===== src/rtl/parallel_axis_playback_if.sv =====
// AXI-Stream bundle carrying alpaca_data_pkt_axis beats from a source to a sink.
// Each beat is SAMP_PER_CLK samples in tdata; tlast/tuser mark frame boundaries.
interface parallel_axis_playback_if #(
  parameter int unsigned DATA_W  = 64,
  parameter int unsigned TUSER_W = 8
);
  logic [DATA_W-1:0]  tdata;
  logic               tvalid;
  logic               tready;
  logic               tlast;
  logic [TUSER_W-1:0] tuser;

  modport master (output tdata, tvalid, tlast, tuser, input tready);
  modport slave  (input tdata, tvalid, tlast, tuser, output tready);
endinterface


===== src/rtl/parallel_axis_playback.sv =====
// Playback source: RAM preloaded through a write port, streamed out as framed AXIS beats.
// A one-beat prefetch register behind the output register gives gapless single-pass or looped playback.
module parallel_axis_playback #(
  parameter int unsigned SAMP_PER_CLK = 2,
  parameter int unsigned FRAME_LEN    = 8,
  parameter int unsigned DEPTH        = 16,
  parameter int unsigned TUSER        = 8,
  parameter int unsigned SAMP_W       = 32
) (
  input  logic                             clk,
  input  logic                             rst,
  input  logic                             wr_en_i,
  input  logic [$clog2(DEPTH)-1:0]         wr_addr_i,
  input  logic [SAMP_PER_CLK*SAMP_W-1:0]   wr_data_i,
  input  logic                             start_i,
  input  logic                             loop_en_i,
  input  logic                             stop_i,
  parallel_axis_playback_if.master         m_axis,
  output logic                             busy_o,
  output logic                             done_o,
  output logic                             wr_ignored_o,
  output logic [31:0]                      frames_sent_o
);

  localparam int unsigned DATA_W = SAMP_PER_CLK * SAMP_W;
  localparam int unsigned AW     = $clog2(DEPTH);
  localparam int unsigned FL_W   = $clog2(FRAME_LEN);

  typedef enum logic [1:0] {S_IDLE, S_FETCH, S_STREAM} state_e;

  state_e             state_q, state_d;
  logic [DATA_W-1:0]  mem_q [DEPTH];

  // prefetch stage: RAM read register
  logic [AW-1:0]      rd_ptr_q, rd_ptr_d;
  logic [DATA_W-1:0]  rd_data_q, rd_data_d;
  logic               rd_valid_q, rd_valid_d;
  logic               rd_last_q, rd_last_d;
  logic               rd_end_q, rd_end_d;

  // output stage
  logic [DATA_W-1:0]  tdata_q, tdata_d;
  logic               tvalid_q, tvalid_d;
  logic               tlast_q, tlast_d;
  logic               out_end_q, out_end_d;

  logic               loop_q, loop_d;
  logic               stop_pend_q, stop_pend_d;
  logic [TUSER-1:0]   frame_cnt_q, frame_cnt_d;
  logic [31:0]        frames_q, frames_d;
  logic               busy_q, busy_d;
  logic               done_q, done_d;
  logic               wr_ign_q, wr_ign_d;

  logic               xfer, slot_free, fetch, finish;

  // RAM only accepts writes while idle so a running playback is never corrupted
  always_ff @(posedge clk) begin
    if (wr_en_i && (state_q == S_IDLE)) mem_q[wr_addr_i] <= wr_data_i;
  end

  always_comb begin
    state_d     = state_q;
    rd_ptr_d    = rd_ptr_q;
    rd_data_d   = rd_data_q;
    rd_valid_d  = rd_valid_q;
    rd_last_d   = rd_last_q;
    rd_end_d    = rd_end_q;
    tdata_d     = tdata_q;
    tvalid_d    = tvalid_q;
    tlast_d     = tlast_q;
    out_end_d   = out_end_q;
    loop_d      = loop_q;
    stop_pend_d = stop_pend_q;
    frame_cnt_d = frame_cnt_q;
    frames_d    = frames_q;
    busy_d      = busy_q;
    done_d      = 1'b0;
    wr_ign_d    = wr_en_i && (state_q != S_IDLE);
    fetch       = 1'b0;
    finish      = 1'b0;
    xfer        = tvalid_q && m_axis.tready;
    slot_free   = !tvalid_q || m_axis.tready;

    unique case (state_q)
      S_IDLE: begin
        if (start_i) begin
          state_d     = S_FETCH;
          busy_d      = 1'b1;
          rd_ptr_d    = '0;
          rd_valid_d  = 1'b0;
          frame_cnt_d = '0;
          loop_d      = loop_en_i;
          stop_pend_d = 1'b0;
        end
      end
      S_FETCH: begin
        state_d     = S_STREAM;
        stop_pend_d = stop_pend_q || stop_i;
        fetch       = 1'b1;
      end
      S_STREAM: begin
        stop_pend_d = stop_pend_q || stop_i;
        finish      = xfer && ((out_end_q && !loop_q) || (tlast_q && (stop_pend_q || stop_i)));
        // move prefetched beat into the output slot and refill behind it
        if (slot_free) begin
          if (rd_valid_q) begin
            tdata_d    = rd_data_q;
            tvalid_d   = 1'b1;
            tlast_d    = rd_last_q;
            out_end_d  = rd_end_q;
            fetch      = loop_q || !rd_end_q;
            rd_valid_d = fetch;
          end else begin
            tvalid_d = 1'b0;
            tlast_d  = 1'b0;
          end
        end
        if (xfer && tlast_q) begin
          frame_cnt_d = frame_cnt_q + TUSER'(1);
          frames_d    = frames_q + 32'd1;
        end
        if (finish) begin
          state_d    = S_IDLE;
          busy_d     = 1'b0;
          done_d     = 1'b1;
          tvalid_d   = 1'b0;
          tlast_d    = 1'b0;
          rd_valid_d = 1'b0;
          fetch      = 1'b0;
        end
      end
      default: state_d = S_IDLE;
    endcase

    if (fetch) begin
      rd_data_d  = mem_q[rd_ptr_q];
      rd_valid_d = 1'b1;
      rd_last_d  = (rd_ptr_q[FL_W-1:0] == FL_W'(FRAME_LEN - 1));
      rd_end_d   = (rd_ptr_q == AW'(DEPTH - 1));
      rd_ptr_d   = (rd_ptr_q == AW'(DEPTH - 1)) ? '0 : rd_ptr_q + AW'(1);
    end
  end

  always_ff @(posedge clk) begin
    if (rst) begin
      state_q     <= S_IDLE;
      rd_ptr_q    <= '0;
      rd_data_q   <= '0;
      rd_valid_q  <= 1'b0;
      rd_last_q   <= 1'b0;
      rd_end_q    <= 1'b0;
      tdata_q     <= '0;
      tvalid_q    <= 1'b0;
      tlast_q     <= 1'b0;
      out_end_q   <= 1'b0;
      loop_q      <= 1'b0;
      stop_pend_q <= 1'b0;
      frame_cnt_q <= '0;
      frames_q    <= '0;
      busy_q      <= 1'b0;
      done_q      <= 1'b0;
      wr_ign_q    <= 1'b0;
    end else begin
      state_q     <= state_d;
      rd_ptr_q    <= rd_ptr_d;
      rd_data_q   <= rd_data_d;
      rd_valid_q  <= rd_valid_d;
      rd_last_q   <= rd_last_d;
      rd_end_q    <= rd_end_d;
      tdata_q     <= tdata_d;
      tvalid_q    <= tvalid_d;
      tlast_q     <= tlast_d;
      out_end_q   <= out_end_d;
      loop_q      <= loop_d;
      stop_pend_q <= stop_pend_d;
      frame_cnt_q <= frame_cnt_d;
      frames_q    <= frames_d;
      busy_q      <= busy_d;
      done_q      <= done_d;
      wr_ign_q    <= wr_ign_d;
    end
  end

  assign m_axis.tdata  = tdata_q;
  assign m_axis.tvalid = tvalid_q;
  assign m_axis.tlast  = tlast_q;
  assign m_axis.tuser  = frame_cnt_q;
  assign busy_o        = busy_q;
  assign done_o        = done_q;
  assign wr_ignored_o  = wr_ign_q;
  assign frames_sent_o = frames_q;

endmodule

===== src/flat_wrapper.sv =====
// flat-port wrapper written by rule: the top's interface ports become plain ports
module parallel_axis_playback_flat 
#(
  parameter int unsigned SAMP_PER_CLK = 2,
  parameter int unsigned FRAME_LEN    = 8,
  parameter int unsigned DEPTH        = 16,
  parameter int unsigned TUSER        = 8,
  parameter int unsigned SAMP_W       = 32
)
  (clk, rst, wr_en_i, wr_addr_i, wr_data_i, start_i, loop_en_i, stop_i, busy_o, done_o, wr_ignored_o, frames_sent_o, m_axis_tdata, m_axis_tvalid, m_axis_tlast, m_axis_tuser, m_axis_tready);
  parallel_axis_playback_if m_axis_i ();
  input  logic clk;
  input  logic rst;
  input  logic wr_en_i;
  input  logic [$clog2(DEPTH)-1:0] wr_addr_i;
  input  logic [SAMP_PER_CLK*SAMP_W-1:0] wr_data_i;
  input  logic start_i;
  input  logic loop_en_i;
  input  logic stop_i;
  output logic busy_o;
  output logic done_o;
  output logic wr_ignored_o;
  output logic [31:0] frames_sent_o;
  output wire logic [$bits(m_axis_i.tdata)-1:0] m_axis_tdata;
  output wire logic [$bits(m_axis_i.tvalid)-1:0] m_axis_tvalid;
  output wire logic [$bits(m_axis_i.tlast)-1:0] m_axis_tlast;
  output wire logic [$bits(m_axis_i.tuser)-1:0] m_axis_tuser;
  input wire logic [$bits(m_axis_i.tready)-1:0] m_axis_tready;
  assign m_axis_tdata = m_axis_i.tdata;
  assign m_axis_tvalid = m_axis_i.tvalid;
  assign m_axis_tlast = m_axis_i.tlast;
  assign m_axis_tuser = m_axis_i.tuser;
  assign m_axis_i.tready = m_axis_tready;
  parallel_axis_playback #(.SAMP_PER_CLK(SAMP_PER_CLK), .FRAME_LEN(FRAME_LEN), .DEPTH(DEPTH), .TUSER(TUSER), .SAMP_W(SAMP_W)) u_core (.clk(clk), .rst(rst), .wr_en_i(wr_en_i), .wr_addr_i(wr_addr_i), .wr_data_i(wr_data_i), .start_i(start_i), .loop_en_i(loop_en_i), .stop_i(stop_i), .m_axis(m_axis_i), .busy_o(busy_o), .done_o(done_o), .wr_ignored_o(wr_ignored_o), .frames_sent_o(frames_sent_o));
endmodule

===== config.mk =====
export PLATFORM = sky130hd
export DESIGN_NAME = parallel_axis_playback_flat
export DESIGN_NICKNAME = d
export VERILOG_FILES = /design/src/rtl/parallel_axis_playback_if.sv /design/src/rtl/parallel_axis_playback.sv /design/src/flat_wrapper.sv
export SDC_FILE = /design/constraint.sdc
export NUM_CORES = 1
export LEC_CHECK = 0
export CAP_MARGIN = 0
export CORE_MARGIN = 5
export CORE_UTILIZATION = 40
export CTS_CLUSTER_DIAMETER = 120
export CTS_CLUSTER_SIZE = 20
export DETAILED_ROUTE_END_ITERATION = 8
export PLACE_DENSITY = 0.59
export SLEW_MARGIN = 0
export SYNTH_ARGS = -nofsm -noshare
export SYNTH_HDL_FRONTEND = slang
export SYNTH_SLANG_ARGS = --single-unit

===== constraint.sdc =====
create_clock -name clk -period 20.4 [get_ports clk]
set_input_delay 4.08 -clock clk [delete_from_list [all_inputs] [get_ports clk]]
set_output_delay 4.08 -clock clk [all_outputs]
set_load 0.01 [all_outputs]

==> flow_summary.yaml <==
outcome:
  outcome: "completed"
sta:
  finalCritPeriodShare_pct: 38.3
  period_needed_ps: 7820
  rsz0062_at_grt: "no"
  skew_ps: 28.5
  clock.fmax_ghz: 0.128
  max_slew_margin_pct: 24.7
  tightestPinTransition_ps: 1130
  hold_viol: 0
  finalSetupViolations: 0
  finalWorstSetupSlack_ps: 12580
  setup_tns_ps: 0
  slew_violations: 0
detailed_routing:
  viasPerCell: 5.58
  drc_errors: 0
  ant_nets: 0
  first_iter_violations: 2269
  num_vias: 22600
  first_pass_iters: 5
  wl_per_cell_um: 26.3
  finalWirelength_mm: 106
worst_hold_path:
  worst_hold_path.endpoint: "u_core.m_axis.tdata[26]$_SDFFE_PP0P_"
  hp-start: "u_core.rd_data_q[26]$_SDFFE_PP0P_"
  holdPathStages: 2
  hp-class: "reg2reg"
yosys:
  synth_cell_type_count: 53
  syn_area_um2: 45000
  synth_warnings: 0
  synthTopCellsByCount: "1,024 x edfxtp_1, 256 x mux4_2, 221 x nand2_1"
  synth_nets: 2413
  synthArstFlopShare_pct: 0
  synth_top_area_share_pct: 68.3
  syn_avg_cell_area_um2: 19.3
  synth_edf_count: 1024
  synth_top_area_cell: "edfxtp_1"
  ys_seq_elements: 1209
  yosysMostFrequentCell: "edfxtp_1"
  synth.area.top_cells: "edfxtp_1 68%, mux4_2 13%, dfxtp_1 8.2%"
  synth_cells: 2330
  synth-seq-area-share_pct: 76.5
  synth_ff_type: "edfxtp_1"
cts:
  cts-root-buf: "clkbuf_16"
  htreeDepth: 3
  cts_sinks: 1209
  cts_tree: "yes"
  clk_pin_slew_ps: 90
  post_cts_resize_count: 0
  post-cts-setup-buffers: 0
  clk_path_buf_depth: 3
  cts_made_buffers: 70
  clk_latency_ps: 640
  ctsHoldBuffers: 0
floorplanning:
  boundaryPins: 184
  dieArea_um2: 119000
  die_h_um: 346
  num_rows: 123
  core_um2: 112000
  die_x_um: 346
  start_util_pct: 40.1
final_layout:
  final_area_um2: 50800
  n_fill_cell: 9422
  regArea_um2: 34500
  drive_above_1_share_pct: 16.3
  multi_input_area_um2: 10100
  fin_util_pct: 45.3
  nNetsFinal: 2572
  area_growth_pct: 12.8
placement:
  hpwlAfterDp_mm: 56.3
  place_area_um2: 48700
  gp_congestion: 0.764
  place_ws_ps: 11900
  io_buffers: 183
grt:
  gr-usage-met1_pct: 24.8
  grtUsageTotal_pct: 17.5
  met3_usage_pct: 3.53
  grt_max_degree: 134
  grt_pass1_vias: 22900
  grt-ovfl-total: 0
  grt_pass1_wl_mm: 157
  grtUsageMet2_pct: 28.3
  busiest_layer: "met2"
  antenna_found_initial: 13
worst_setup_path:
  worstSetupEndpointType: "flip-flop"
  rrSetupSlack_ps: 15730
  rr_worst_depth: 7
  cp_max_fo: 68
  start_kind: "primary input"
  cp.arrival_ps: 8410
  r2r-start: "u_core.state_q[0]$_SDFFE_PP0P_"
  required_ps: 20990
  crit_type: "in2reg"
  reg2reg_to: "u_core.rd_data_q[27]$_SDFFE_PP0P_"
power_and_ir_drop:
  power_mw: 4.37
  p_sw_mw: 0.892
  power.density_nw_per_um2: 86.1
  leakage_nw: 15.2
  intPower_mw: 3.48
  ir_worst_vdd_v: 0.0000514
  pwr-share-seq_pct: 62.2
  combPwrFrac_pct: 4.1
  clockPowerShare_pct: 33.7
  p_sw_share_pct: 20.4
job:
  max_cap_violations: 0
cell usage in the layout (no fill, tap or decap), drive strengths merged, types with 16 or more instances in the layout:
cell / instances
nand4: 16
clkbuf: 125
a21oi: 86
a22o: 63
xnor2: 22
nor2: 58
a22oi: 128
clkdlybuf4s50: 182
edfxtp: 1024
mux4: 256
buf: 40
nand2: 221
inv: 16
dfxtp: 185
nor3: 19
power by group through the flow:
stage	Clock, mW	Combinational (mW)	Sequential (mW)
6_report	1.47	0.178	2.72
5_1_grt	1.61	0.193	2.73
4_1_cts	1.52	0.181	2.72
3_5_place_dp	0	0.181	2.78
3_3_place_gp	0	0.175	2.78
2_1_floorplan	0	0.106	2.77
worst max-delay path by stage:
stage / startpoint / endpoint / slack [ps] / cells after the start
after floorplan: wr_addr_i[2] / u_core.mem_q[0][0]$_DFFE_PP_ / 10970 / 2
after global placement: m_axis_tready / u_core.rd_data_q[27]$_SDFFE_PP0P_ / 12050 / 7
after detailed placement: m_axis_tready / u_core.rd_data_q[27]$_SDFFE_PP0P_ / 11900 / 7
after CTS: m_axis_tready / u_core.rd_data_q[34]$_SDFFE_PP0P_ / 12570 / 7
after global routing: m_axis_tready / u_core.rd_data_q[45]$_SDFFE_PP0P_ / 12300 / 7
final: m_axis_tready / u_core.rd_data_q[27]$_SDFFE_PP0P_ / 12580 / 7
metrics by stage:
step | hold slack, ps | cells
after floorplan | 431 | 2330
after CTS | 457 | 4047
after global placement | 446 | 3917
after detailed placement | 450 | 3917
final | 456 | 4052
after global routing | 470 | 4049
metal layers:
metal,wire [um],share of wire (%),vias up
met3,7140,6.7,116
met4,1670,1.6,10
met5,64,0.060,-
met1,46400,44,12000
met2,51200,48,738
li1,-,-,9706
critical path: stages:
cell	delay (ps)
clkdlybuf4s50_1	560
nand2b_1	250
and3_4	850
a41oi_1	700
nor2_4	1070
buf_4	630
a32o_1	240
registers in the layout (all words and copies together) (netlist names):
name and cells:
u_core.m_axis.tvalid 1, u_core.rd_ptr_q 4, u_core.loop_q 1, u_core.wr_ignored_o 1
u_core.mem_q 1024, u_core.frames_sent_o 32, u_core.out_end_q 1, u_core.stop_pend_q 1
u_core.rd_end_q 1, u_core.rd_data_q 64, u_core.rd_last_q 1, u_core.rd_valid_q 1
u_core.done_o 1, u_core.state_q 2, u_core.m_axis.tuser 8, u_core.m_axis.tdata 64
u_core.busy_o 1, u_core.m_axis.tlast 1
cell type report:
| class | instances | share of cell area (%) |
|---|---|---|
| antenna | 5 | 0.0246 |
| tap | 1500 | 3.69 |
| multi-input combinational | 973 | 20.0 |
| inverter | 13 | 0.0960 |
| clock buffer | 125 | 4.02 |
| clock inverter | 5 | 0.143 |
| timing repair buffer | 222 | 4.23 |
| sequential | 1209 | 67.8 |
logic make-up after synthesis:
logic type                 after synthesis  synth area share, %
buffers and inverters                  148                 1.35
and+or+nand+nor                        379                 3.82
muxes                                  260                 12.9
adders and majority gates                8                0.222
AOI/OAI and AO/OA                      293                 4.58
xor gates and xnor gates                33                0.642
DFF                                   1209                 76.5
(Power assumes the default switching activity.)
